==> config.mk <==
export PLATFORM = sky130hd
export DESIGN_NAME = fifo_write_arbiter
export DESIGN_NICKNAME = d
export VERILOG_FILES = /design/src/rtl/fifo_write_arbiter.sv
export SDC_FILE = /design/constraint.sdc
export NUM_CORES = 1
export LEC_CHECK = 0
export ABC_AREA = 0
export CELL_PAD_IN_SITES_DETAIL_PLACEMENT = 1
export CELL_PAD_IN_SITES_GLOBAL_PLACEMENT = 1
export CORE_MARGIN = 2
export CORE_UTILIZATION = 31
export DETAILED_ROUTE_END_ITERATION = 7
export HOLD_SLACK_MARGIN = 0.15
export PLACE_DENSITY_LB_ADDON = 0.1
export SETUP_SLACK_MARGIN = 0.05
export SLEW_MARGIN = 20
export SYNTH_ARGS = -nofsm -noshare
export SYNTH_HDL_FRONTEND = slang
export SYNTH_SLANG_ARGS = --single-unit
==> constraint.sdc <==
create_clock -name clk_w -period 2.1 [get_ports clk_w]
set_input_delay 0.42 -clock clk_w [delete_from_list [all_inputs] [get_ports clk_w]]
set_output_delay 0.42 -clock clk_w [all_outputs]
set_load 0.03 [all_outputs]
==> src/rtl/fifo_write_arbiter.sv <==
// Round-robin arbiter that shares the write_fifo write port among NUM_REQ producers.
// Grants bounded bursts and never writes while the FIFO reports almost_full or full.
module fifo_write_arbiter #(
  parameter int NUM_REQ   = 4,
  parameter int DATA_W    = 8,
  parameter int MAX_BURST = 4,
  parameter int CNT_W     = 16,
  localparam int ID_W     = $clog2(NUM_REQ),
  localparam int BC_W     = $clog2(MAX_BURST) + 1
) (
  input  logic                      clk_w,
  input  logic                      rst_w,
  input  logic [NUM_REQ-1:0]        req_valid,
  input  logic [NUM_REQ*DATA_W-1:0] req_data,
  output logic [NUM_REQ-1:0]        req_ready,
  input  logic                      almost_full,
  input  logic                      full,
  output logic                      w_en,
  output logic [DATA_W-1:0]         w_data,
  output logic                      busy,
  output logic [ID_W-1:0]           grant_id,
  output logic                      burst_done,
  output logic [CNT_W-1:0]          word_count
);

  typedef enum logic {IDLE, BURST} state_t;

  state_t          state;
  logic [ID_W-1:0] rr_ptr;
  logic [BC_W-1:0] burst_cnt;

  logic            stall;
  logic            xfer;
  logic            pick_found;
  logic [ID_W-1:0] pick_id;
  int              idx;

  assign stall = almost_full | full;
  assign busy  = (state == BURST);
  assign xfer  = busy && req_valid[grant_id] && !stall;

  // Data path to the FIFO is combinational so an accepted word lands in the same cycle.
  always_comb begin
    w_en      = xfer;
    w_data    = '0;
    req_ready = '0;
    if (busy) begin
      w_data = req_data[int'(grant_id)*DATA_W +: DATA_W];
      if (!stall) req_ready = NUM_REQ'(1) << grant_id;
    end
  end

  // First valid requester after the last winner, wrapping around.
  always_comb begin
    pick_found = 1'b0;
    pick_id    = '0;
    idx        = 0;
    for (int k = 1; k <= NUM_REQ; k++) begin
      idx = (int'(rr_ptr) + k) % NUM_REQ;
      if (!pick_found && req_valid[ID_W'(idx)]) begin
        pick_found = 1'b1;
        pick_id    = ID_W'(idx);
      end
    end
  end

  always_ff @(posedge clk_w or negedge rst_w) begin
    if (!rst_w) begin
      state      <= IDLE;
      grant_id   <= '0;
      rr_ptr     <= ID_W'(NUM_REQ - 1);
      burst_cnt  <= '0;
      word_count <= '0;
      burst_done <= 1'b0;
    end else begin
      burst_done <= 1'b0;
      case (state)
        IDLE: begin
          if (pick_found && !stall) begin
            grant_id  <= pick_id;
            burst_cnt <= '0;
            state     <= BURST;
          end
        end
        BURST: begin
          if (xfer) begin
            burst_cnt <= burst_cnt + 1'b1;
            if (word_count != '1) word_count <= word_count + 1'b1;
          end
          // A stall alone keeps the grant; only burst length or a dropped valid ends it.
          if ((xfer && burst_cnt == BC_W'(MAX_BURST - 1)) || !req_valid[grant_id]) begin
            state      <= IDLE;
            rr_ptr     <= grant_id;
            burst_done <= 1'b1;
          end
        end
        default: state <= IDLE;
      endcase
    end
  end

endmodule

==> results of run 1 <==
[per-stage QoR]
step / utilization / std cells / setup slack [ns]
floorplan: - / 147 / 0.0822
global placement: 0.517 / 299 / -0.359
detailed placement: 0.517 / 299 / -0.411
CTS: 0.538 / 307 / 0.0305
global route: 0.553 / 309 / 0.00995
finish: 0.553 / 309 / 0.0475
[cells by family after synthesis]
logic type / Yosys count / synth area share
muxes: 16 / 0.179
buffers and inverters: 12 / 0.0388
xor gates and xnor gates: 11 / 0.0609
AOI/OAI and AO/OA: 16 / 0.0641
DFF: 25 / 0.397
adders and majority gates: 3 / 0.0237
and+or+nand+nor: 64 / 0.237
[final timing paths]
| path | endpoint | start | slack [ns] |
|---|---|---|---|
| setup / recovery | w_en | req_valid[0] | 0.05 |
| hold / removal | burst_cnt[0] | burst_cnt[0] | 0.50 |
| setup reg to reg | word_count[14] | grant_id[0] | 0.10 |
| hold reg to reg | burst_cnt[0] | burst_cnt[0] | 0.50 |
| max in group asynchronous | rr_ptr[0] | rst_w | 1.29 |
| min in group asynchronous | word_count[6] | rst_w | 0.51 |
[layer usage]
layer | share of wire | global-route usage
met1 | 0.40 | 0.194
met2 | 0.51 | 0.339
met3 | 0.083 | 0.0384
met4 | 0.013 | 0.0409
met5 | 0 | 0
[state kept, by name, summed over array words and instances (netlist names)]
register / count
rr_ptr: 2
word_count: 16
burst_cnt: 3
burst_done: 1
grant_id: 2
busy: 1
[power groups by stage]
stage | Clock [W] | Sequential (W) | Combinational [W]
floorplan | 0 | 0.000784 | 0.000679
global placement | 0 | 0.000782 | 0.00114
detailed placement | 0 | 0.000795 | 0.00117
CTS | 0.000299 | 0.000724 | 0.00139
global route | 0.000320 | 0.000745 | 0.00157
finish | 0.000285 | 0.000729 | 0.00147
[cell type report]
| class | instances | share of cell area |
|---|---|---|
| inverters | 5 | 0.00704 |
| multi-input cells | 110 | 0.348 |
| well taps | 67 | 0.0315 |
| repair buffers | 98 | 0.360 |
| flip-flops and latches | 25 | 0.237 |
| clock buffers | 4 | 0.0169 |
[worst max-delay path: stages]
cell and delay [ns]:
clkdlybuf4s50_1 0.42, mux4_2 0.52, nand2_2 0.10, inv_2 0.05
buf_6 0.13
[timing repair]
action	in CTS	in global routing
resized for setup	56	23
setup buffers	4	2
setup endpoints to repair	10	17
pin swaps	1	1
[layout by cell type, fill, tap and decap left out, types with 6 or more instances in the layout]
master           count
mux4_2               9
nand3_1              7
dfrtp_1             20
nor2_1               6
buf_4               27
nand4_1              9
buf_6                9
xnor2_1              6
nand2_1              9
clkdlybuf4s50_1     53
and2_4               9
==> results.cfg, run 1 <==
[synth]
yosysMostFrequentCell = dfrtp_1
synth_area_leaders = dfrtp_1, mux4_2, and2_1
avgSynthCellArea_um2 = 10.8
synth_area_um2 = 1580
yosysWarnings = 0
yosys_most_used_dff = dfrtp_1
yosysSeqAreaShare = 0.397
synth_top_area_frac = 0.364
mappedNetlistNets = 190
synth_common_cells = dfrtp_1, and2_1, nand2_1
synth_seq_cells = 25
synthCells = 147
ys_async_sr_fraction = 1.00
ys_types = 35
synth_edf_count = 0
post-synth-top-area-cell = dfrtp_1

[floorplan]
core_um2 = 4820
std_cell_rows = 25
initial_utilization = 0.328
die-width_um = 75.4
die_area_um2 = 5690
die-height_um = 75.4
ios = 73

[cts]
cts_hold_buf = 0
cts_made_buffers = 3
cts_buffer_depth = 2
root_buffer = clkbuf_8
cts.clk_slew.worst_paths_ns = 0.08
cts_max_level = 1
clk_latency_ns = 0.27
cts_tree = built
cts_sinks = 25

[status]
outcome = finished, final reports clean

[layout]
layout-drive-gt1-share = 0.314
nNetsFinal = 286
nFillCells = 547
regArea_um2 = 632
fin_area_um2 = 2670
num_antenna_cells = 0
areaGrowthSynthToFinish_pct = 68.5
multi_input_comb_area_um2 = 927

[setup_path]
endpoint_kind = output pin
ff2ff_path_depth = 7
path_max_fanout = 2
cp-start-kind = input port
crit_required_ns = 1.68
crit_type = input port to output pin
worstPathArrival_ns = 1.63

[route]
firstDrtPassIters = 4
route.vias.total = 1559
vias_per_cell = 5.05
postRouteAntennaNets = 0
drt_iter0_drc = 13
wl_mm = 4.95
drc_errors = 0
drt-wirelength-per-cell_um = 16.0

[timing]
max_slew_margin = 0.729
finalHoldViolCount = 0
tns_ns = 0
min_period_over_period = 0.977
setup_viol = 0
rsz0062_at_grt = yes
drv_slew = 0
worst_slew_pin_slew_ns = 0.403
finalClockSkew_ns = 0.00742
holdWs_ns = 0.496
max_freq_mhz = 487
min_period_ns = 2.05

[job]
drv_cap = 0

[power]
power.internal_w = 0.00154
swShare = 0.379
finalPower_w = 0.00248
pwr-share-clk = 0.115
seqPwrFrac = 0.293
peakVddDrop_mv = 0.541
power_frac_comb = 0.592
cellLeakagePower_nw = 1.18
power.density_nw_per_um2 = 932
p_switching_w = 0.000941

[placed_design]
gp_congestion = 0.816
placed_cell_area_um2 = 2490
dpl.hpwl_mm = 3.84
portBuffers = 72

[grt]
grt_use_total = 0.176
grt_max_degree = 26
grt_antenna_before_repair = 0
grt_pass1_wl_mm = 7.65
first_global_vias = 1672
grt.overflow.total = 0

[min_path]
worstHoldPathType = flip-flop to flip-flop
holdPathStages = 1
(Power assumes the default switching activity.)
==> run 2: changes to the inputs <==
--- a/config.mk
+++ b/config.mk
@@ -13,6 +13,7 @@
 export DETAILED_ROUTE_END_ITERATION = 7
 export HOLD_SLACK_MARGIN = 0.15
 export PLACE_DENSITY_LB_ADDON = 0.1
+export REMOVE_ABC_BUFFERS = 1
 export SETUP_SLACK_MARGIN = 0.05
 export SLEW_MARGIN = 20
 export SYNTH_ARGS = -nofsm -noshare
==> results.cfg, run 2 (synthesized netlist as in run 1, its figures left out) <==
[layout]
mostFrequentLayoutCells = clkdlybuf4s50_1, buf_4, dfrtp_1
largest_reg_flops = 16
top_register = word_count
num_antenna_cells = 0
areaGrowthSynthToFinish_pct = 71.5
top_regs = word_count (16), burst_cnt (3)
nNetsFinal = 293
mostFrequentLayoutCell = clkdlybuf4s50_1
layout-drive-gt1-share = 0.321

[timing]
setup_viol = 0
drv_slew = 0
min_period_ns = 2.05
holdWs_ns = 0.518
tns_ns = 0
finalClockSkew_ns = 0.00196
rsz0062_at_grt = yes
finalHoldViolCount = 0
min_period_over_period = 0.978
max_freq_mhz = 487
max_slew_margin = 0.755
worst_slew_pin_slew_ns = 0.364

[cts]
cts_sinks = 25
cts_buffer_depth = 2
clk_latency_ns = 0.27
cts_max_level = 1
cts_tree = built
root_buffer = clkbuf_8
cts.clk_slew.worst_paths_ns = 0.09
cts_made_buffers = 3

[status]
outcome = finished, final reports clean

[setup_path]
crit_chain = buf_12 > mux4_2 > and2_4 > buf_6
slowest_delay_ns = 0.50
worstPathArrival_ns = 1.63
endpoint_kind = output pin
crit_required_ns = 1.68
crit_type = flip-flop to output pin
cp-start-kind = flip-flop
crit_slowest_cell = mux4_2
path_max_fanout = 7

[route]
drc_errors = 0
firstDrtPassIters = 4
drt-wirelength-per-cell_um = 16.7
vias_per_cell = 5.05
drt_iter0_drc = 35
postRouteAntennaNets = 0
wl_mm = 5.28
route.vias.total = 1595

[placed_design]
gp_congestion = 0.778
portBuffers = 72
dpl.hpwl_mm = 4.02

[floorplan]
die-height_um = 75.4
initial_utilization = 0.328
ios = 73
die_area_um2 = 5690
std_cell_rows = 25
core_um2 = 4820
die-width_um = 75.4

[grt]
grt.overflow.total = 0
grt_pass1_wl_mm = 7.88
grt_max_degree = 26
grt_antenna_before_repair = 0
grt_use_total = 0.184
first_global_vias = 1603

[power]
finalPower_w = 0.00260
peakVddDrop_mv = 0.569
cellLeakagePower_nw = 1.20
power.density_nw_per_um2 = 958

[min_path]
worstHoldPathType = input port to async pin

[job]
drv_cap = 0
==> run 2: changes by cell type in the layout (fill, tap and decap cells not counted), sizes merged <==
cell | before | now
buf | 39 | 45
clkdlybuf4s50 | 53 | 52
clkbuf | 4 | 5
dlymetal6s2s | 3 | 1
dlygate4sd2 | 3 | 6
==> run 2: layer usage <==
metal / routed length (um) / vias to the layer above / track usage
met5: 0 / - / 0
met3: 525 / 4 / 0.0437
li1: - / 752 / -
met4: 37 / 0 / 0.0351
met2: 2580 / 67 / 0.329
met1: 2140 / 772 / 0.227
==> run 2: final cells by class <==
cell class | count | area, um^2
clock buffer | 4 | 45.0
fill | 553 | 2100
inverter | 5 | 18.8
multi-input combinational | 110 | 916
sequential | 25 | 631
tap | 67 | 83.8
timing repair buffer | 105 | 1020
==> run 2: stage by stage <==
| step | cells | instance area (um^2) | setup slack [ns] | util |
|---|---|---|---|---|
| 2_1_floorplan | 140 | 1540 | -0.0891 | - |
| 3_3_place_gp | 301 | 2520 | -0.380 | 0.523 |
| 3_5_place_dp | 301 | 2520 | -0.390 | 0.523 |
| 4_1_cts | 314 | 2690 | 0.00303 | 0.558 |
| 5_1_grt | 316 | 2710 | -0.0144 | 0.563 |
| 6_report | 316 | 2710 | 0.0453 | 0.563 |
==> run 2: power by group <==
| part | total (W) | switching (W) | internal [W] |
|---|---|---|---|
| registers | 0.000700 | 0.000111 | 0.000589 |
| logic | 0.00161 | 0.000707 | 0.000900 |
| clock network | 0.000292 | 0.000156 | 0.000136 |
==> run 2: timing repair <==
item,CTS,global route
buffers inserted,8,2
hold buffers,0,0
pin swaps,10,1
endpoints found under the setup margin,14,11
resized for setup,76,6
gates cloned,1,0
==> run 2: path summary, 6_finish.rpt <==
| path | from | to | slack, ns | cells after the start |
|---|---|---|---|---|
| min | rst_w | word_count[13] | 0.52 | 2 |
| max in group asynchronous | rst_w | rr_ptr[0] | 1.28 | 2 |
| min in group clk_w | burst_cnt[0] | burst_cnt[0] | 0.52 | 1 |
| max reg2reg | grant_id[1] | word_count[14] | 0.13 | 6 |
| max | grant_id[0] | w_data[0] | 0.05 | 4 |
| min reg2reg | burst_cnt[0] | burst_cnt[0] | 0.52 | 1 |
==> run 2: critical path: cells and delay by family, from the launching register on <==
family / cells / cell delay, ns
flops: 1 / 0.43
buf+inv: 2 / 0.28
simple gates: 1 / 0.15
mux: 1 / 0.50
